File: src/rtl/reg_bus_pkg.sv
// Shared widths, FSM encodings and command packing for the register-bus master.
package reg_bus_pkg;

  localparam int ADDR_W = 8;
  localparam int DATA_W = 32;
  localparam int CMD_W  = 1 + ADDR_W + DATA_W;

  typedef enum logic [2:0] {
    ST_IDLE  = 3'd0,
    ST_ACC   = 3'd1,
    ST_RWAIT = 3'd2,
    ST_RESP  = 3'd3,
    ST_GAP   = 3'd4
  } state_e;

  typedef struct packed {
    logic              rw;
    logic [ADDR_W-1:0] addr;
    logic [DATA_W-1:0] wdata;
  } cmd_t;

  function automatic cmd_t cmd_pack(input logic rw, input logic [ADDR_W-1:0] addr,
                                    input logic [DATA_W-1:0] wdata);
    cmd_t c;
    c.rw    = rw;
    c.addr  = addr;
    c.wdata = wdata;
    return c;
  endfunction

endpackage

File: src/rtl/reg_bus_cmd_fifo.sv
// Command FIFO: power-of-two depth, extra pointer bit separates full from empty.
module reg_bus_cmd_fifo #(
  parameter int DEPTH = 4,
  parameter int WIDTH = 41
) (
  input  logic             clk,
  input  logic             xrst,
  input  logic             push,
  input  logic [WIDTH-1:0] push_data,
  input  logic             pop,
  output logic [WIDTH-1:0] head,
  output logic             empty,
  output logic             full
);

  localparam int AW = $clog2(DEPTH);
  localparam logic [AW:0] PTR_ONE = {{AW{1'b0}}, 1'b1};

  logic [WIDTH-1:0] mem_r [DEPTH];
  logic [AW:0]      wr_ptr_r;
  logic [AW:0]      rd_ptr_r;
  logic             do_push_s;
  logic             do_pop_s;

  // Full is judged on the registered pointers only, so a same-cycle pop never frees a slot.
  assign empty     = (wr_ptr_r == rd_ptr_r);
  assign full      = (wr_ptr_r[AW] != rd_ptr_r[AW]) && (wr_ptr_r[AW-1:0] == rd_ptr_r[AW-1:0]);
  assign do_push_s = push && !full;
  assign do_pop_s  = pop && !empty;
  assign head      = mem_r[rd_ptr_r[AW-1:0]];

  // Read/write pointer advance
  always_ff @(posedge clk or negedge xrst) begin
    if (!xrst) begin
      wr_ptr_r <= {(AW+1){1'b0}};
      rd_ptr_r <= {(AW+1){1'b0}};
    end else begin
      if (do_push_s) begin
        wr_ptr_r <= wr_ptr_r + PTR_ONE;
      end
      if (do_pop_s) begin
        rd_ptr_r <= rd_ptr_r + PTR_ONE;
      end
    end
  end

  // Entry storage
  always_ff @(posedge clk) begin
    if (do_push_s) begin
      mem_r[wr_ptr_r[AW-1:0]] <= push_data;
    end
  end

endmodule

File: src/rtl/reg_bus_master.sv
// Register-bus master: queues commands and issues one-clock register accesses with
// read-latency wait, response hold and a forced idle gap after every access.
module reg_bus_master
  import reg_bus_pkg::*;
#(
  parameter int CMD_DEPTH = 4,
  parameter int RD_LAT    = 1,
  parameter int GAP       = 1
) (
  input  logic              clk,
  input  logic              xrst,
  input  logic              cmd_valid,
  output logic              cmd_ready,
  input  logic              cmd_rw,
  input  logic [ADDR_W-1:0] cmd_addr,
  input  logic [DATA_W-1:0] cmd_wdata,
  output logic              rsp_valid,
  input  logic              rsp_ready,
  output logic [DATA_W-1:0] rsp_rdata,
  output logic              cs,
  output logic              rw,
  output logic [ADDR_W-1:0] addr,
  output logic [DATA_W-1:0] wdata,
  input  logic [DATA_W-1:0] rdata,
  output logic              busy
);

  localparam logic [1:0] RD_CNT0  = 2'(RD_LAT - 1);
  localparam logic [1:0] GAP_CNT0 = 2'(GAP - 1);
  localparam state_e     AFTER_ACC = (GAP == 0) ? ST_IDLE : ST_GAP;

  state_e            state_r, state_s;
  logic [1:0]        cnt_r, cnt_s;
  logic              cs_r, cs_s, rw_r, rw_s;
  logic [ADDR_W-1:0] addr_r, addr_s;
  logic [DATA_W-1:0] wdata_r, wdata_s;
  logic              rsp_valid_r, rsp_valid_s;
  logic [DATA_W-1:0] rsp_rdata_r, rsp_rdata_s;
  logic              pop_s, fifo_empty_s, fifo_full_s;
  cmd_t              head_s;

  reg_bus_cmd_fifo #(
    .DEPTH (CMD_DEPTH),
    .WIDTH (CMD_W)
  ) u_cmd_fifo (
    .clk       (clk),
    .xrst      (xrst),
    .push      (cmd_valid),
    .push_data (cmd_pack(cmd_rw, cmd_addr, cmd_wdata)),
    .pop       (pop_s),
    .head      (head_s),
    .empty     (fifo_empty_s),
    .full      (fifo_full_s)
  );

  assign cmd_ready = !fifo_full_s;
  assign busy      = !fifo_empty_s || (state_r != ST_IDLE);
  assign cs        = cs_r;
  assign rw        = rw_r;
  assign addr      = addr_r;
  assign wdata     = wdata_r;
  assign rsp_valid = rsp_valid_r;
  assign rsp_rdata = rsp_rdata_r;

  // Next state and next register values; bus fields default to zero so cs lasts one clock.
  always_comb begin
    state_s     = state_r;
    cnt_s       = cnt_r;
    cs_s        = 1'b0;
    rw_s        = 1'b0;
    addr_s      = {ADDR_W{1'b0}};
    wdata_s     = {DATA_W{1'b0}};
    rsp_valid_s = rsp_valid_r;
    rsp_rdata_s = rsp_rdata_r;
    pop_s       = 1'b0;
    case (state_r)
      ST_IDLE: begin
        if (!fifo_empty_s) begin
          pop_s   = 1'b1;
          cs_s    = 1'b1;
          rw_s    = head_s.rw;
          addr_s  = head_s.addr;
          wdata_s = head_s.wdata;
          state_s = ST_ACC;
        end else begin
          state_s = ST_IDLE;
        end
      end
      ST_ACC: begin
        if (rw_r) begin
          state_s = AFTER_ACC;
          cnt_s   = GAP_CNT0;
        end else begin
          state_s = ST_RWAIT;
          cnt_s   = RD_CNT0;
        end
      end
      ST_RWAIT: begin
        if (cnt_r == 2'd0) begin
          rsp_valid_s = 1'b1;
          rsp_rdata_s = rdata;
          state_s     = ST_RESP;
        end else begin
          cnt_s = cnt_r - 2'd1;
        end
      end
      ST_RESP: begin
        if (rsp_ready) begin
          rsp_valid_s = 1'b0;
          state_s     = AFTER_ACC;
          cnt_s       = GAP_CNT0;
        end else begin
          state_s = ST_RESP;
        end
      end
      ST_GAP: begin
        if (cnt_r == 2'd0) begin
          state_s = ST_IDLE;
        end else begin
          cnt_s = cnt_r - 2'd1;
        end
      end
      default: begin
        state_s = ST_IDLE;
      end
    endcase
  end

  // State, bus and response registers
  always_ff @(posedge clk or negedge xrst) begin
    if (!xrst) begin
      state_r     <= ST_IDLE;
      cnt_r       <= 2'd0;
      cs_r        <= 1'b0;
      rw_r        <= 1'b0;
      addr_r      <= {ADDR_W{1'b0}};
      wdata_r     <= {DATA_W{1'b0}};
      rsp_valid_r <= 1'b0;
      rsp_rdata_r <= {DATA_W{1'b0}};
    end else begin
      state_r     <= state_s;
      cnt_r       <= cnt_s;
      cs_r        <= cs_s;
      rw_r        <= rw_s;
      addr_r      <= addr_s;
      wdata_r     <= wdata_s;
      rsp_valid_r <= rsp_valid_s;
      rsp_rdata_r <= rsp_rdata_s;
    end
  end

endmodule
File: config.mk
export PLATFORM = sky130hd
export DESIGN_NAME = reg_bus_master
export DESIGN_NICKNAME = d
export VERILOG_FILES = /design/src/rtl/reg_bus_pkg.sv /design/src/rtl/reg_bus_cmd_fifo.sv /design/src/rtl/reg_bus_master.sv
export SDC_FILE = /design/constraint.sdc
export NUM_CORES = 1
export LEC_CHECK = 0
export ABC_AREA = 0
export CAP_MARGIN = 40
export CORE_MARGIN = 3
export CORE_UTILIZATION = 33
export CTS_CLUSTER_DIAMETER = 30
export DETAILED_ROUTE_END_ITERATION = 8
export GPL_TIMING_DRIVEN = 0
export HOLD_SLACK_MARGIN = 0.03
export PLACE_DENSITY = 0.63
export SLEW_MARGIN = 40
export SYNTH_ARGS = -nofsm -noshare
export SYNTH_HDL_FRONTEND = slang
export SYNTH_SLANG_ARGS = --single-unit
export TNS_END_PERCENT = 1
File: constraint.sdc
create_clock -name clk -period 7.4 [get_ports clk]
set_clock_uncertainty 0.05 [all_clocks]
set_input_delay 1.48 -clock clk [delete_from_list [all_inputs] [get_ports clk]]
set_output_delay 1.48 -clock clk [all_outputs]
set_load 0.1 [all_outputs]
==> metrics.yaml <==
relSlewSlack_pct: 49.8
multi_input_area_um2: 2030
fin_nets: 745
setup_viol: 0
fmax_ghz: 0.276
track_usage_pct: 12.8
timing.final.crit_share_pct: 49.0
crit_slowest_cell: "buf_2"
rsz0062_at_grt: "false"
layout.cells.non_filler: 1072
via_count: 4826
synth.area.top_cells: "edfxtp_1 53%, dfrtp_1 23%, mux4_2 10%, mux2_2 3.9%, nor2b_1 2.8%"
ys_types: 35
dr_wl_met2_um: 9640
die-area_um2: 30000
mostFrequentLayoutCell: "edfxtp_1"
antenna_found_initial: 1
grt_overflow_total: 0
avgRoutedWirePerCell_um: 17.8
grt_pass1_vias: 5477
synth_area_um2: 9230
path_cells: "buf_6, xor2_2, nor2_1, nand3_1, buf_2"
cts_setup_buffers: 0
endpoint_kind: "output pin"
fin_worst_hold_slack_ns: 0.434
worstPathArrival_ns: 2.10
hp-class: "reg2reg"
slew_viol_final: 0
post-place-cells: 983
drive_above_1_share_pct: 38.0
die_h_um: 173
gp_congestion: 0.723
synth_edf_count: 164
first_iter_violations: 209
cts-root-buf: "clkbuf_16"
cap_violations: 0
drcViolationCount: 0
postSynthCellCount: 448
syn_avg_cell_area_um2: 20.6
grt_pass1_wl_um: 30400
min_period_ns: 3.63
register_area_um2: 7080
cp_max_fo: 7
antenna_left: 0
path_clk_slew_ns: 0.04
worstPathRequired_ns: 5.87
finalHoldViolations: 0
synthFlopType: "edfxtp_1"
grt_max_degree: 47
fp.coreArea_um2: 27300
r2r_slack_ns: 5.06
ios: 154
worst_pin_slew_ns: 0.753
synth_warnings: 0
n_antenna_cell: 0
clock_sinks: 250
cts_max_path_buffers: 3
rows: 60
num-fill-cells: 2339
vias_per_cell: 4.50
cp-start-kind: "flop"
syn_nets: 531
final_cell_mix: "164 x edfxtp_1, 90 x buf_2, 86 x dfrtp_1, 75 x clkdlybuf4s50_1, 51 x clkbuf_16"
yosysSeqAreaShare_pct: 76.6
async_flop_share_pct: 34.4
syn2layout_area_growth_pct: 37.7
outcome: "finished, final reports clean"
critPathMaxStageDelay_ns: 0.44
port_buffers: 153
initial_core_util_pct: 33.9
totalWireLength_um: 19100
criticalPathCategory: "reg2out"
ys_ff_latch: 250
clk_latency_ns: 0.52
wl_met1_um: 7850
critPathBufInv: 2
hold_buffers: 0
highest_layer: "met5"
drt-pass1-iter-count: 4
numCtsBuffers: 49
cts_resized: 0
die_x_um: 173
path_delay_family: "buffers and inverters"
hpwl_um: 12400
cts_tree: "yes"
met3_length_um: 1290
tns_ns: 0
h-tree-depth: 2
synth_top_area_share_pct: 53.3
yosys.area.top_type: "edfxtp_1"
final_util_pct: 46.7
synthesized netlist by cell type, types with 6 or more instances:
master	instances
ha_1	6
edfxtp_1	164
mux4_2	41
dfrtp_1	86
inv_1	11
buf_2	13
nor2_1	7
xnor2_1	6
nor2b_1	42
mux2_2	32
state kept, by name (all words and copies together) (netlist names):
register and cells:
u_cmd_fifo.mem_r 164, rsp_rdata 32, wdata 32, addr 8
state_r 3, u_cmd_fifo.rd_ptr_r 3, u_cmd_fifo.wr_ptr_r 3, cnt_r 2
cs 1, rsp_valid 1, rw 1
path summary, 6_finish.rpt:
check	start	to	cells after the start
min in group asynchronous	xrst	rsp_rdata[11]	1
setup / recovery	u_cmd_fifo.rd_ptr_r[0]	busy	5
hold reg to reg	rsp_rdata[2]	rsp_rdata[2]	1
setup reg to reg	u_cmd_fifo.rd_ptr_r[0]	u_cmd_fifo.mem_r[0][25]	6
hold / removal	rsp_rdata[2]	rsp_rdata[2]	1
max in group asynchronous	xrst	wdata[23]	2
metrics by stage:
step	area (um^2)	worst slack [ns]
final	12700	3.77
after global routing	12700	3.66
after CTS	12700	3.75
after detailed placement	11100	3.97
after global placement	11200	1.38
after floorplan	9230	3.61
per-layer routing:
metal  track usage (%)  vias up
li1                  -     2160
met1              15.8     2464
met2              21.9      169
met3              4.14       31
met4              3.48        2
met5                 0        -
cells by family after synthesis:
group | Yosys count | share of synthesized area (%)
xor+xnor | 9 | 1.14
flops | 250 | 76.6
fa+ha+maj | 6 | 0.813
buf+inv | 31 | 1.60
mux | 77 | 14.4
simple gates | 62 | 4.17
compound gates | 13 | 1.26
cell type report:
type                            count  share of cell area, %
Clock buffer                       57                   10.5
Buffer                             20                  0.837
Multi-Input combinational cell    167                   16.0
Tap cell                          372                   3.66
Timing Repair Buffer              163                   10.7
Inverter                           11                  0.344
Sequential cell                   250                   55.7
Clock inverter                     32                   2.32
Power is not shown: default switching activity piles up to over one toggle a cycle in this logic, so the estimate is an artifact.
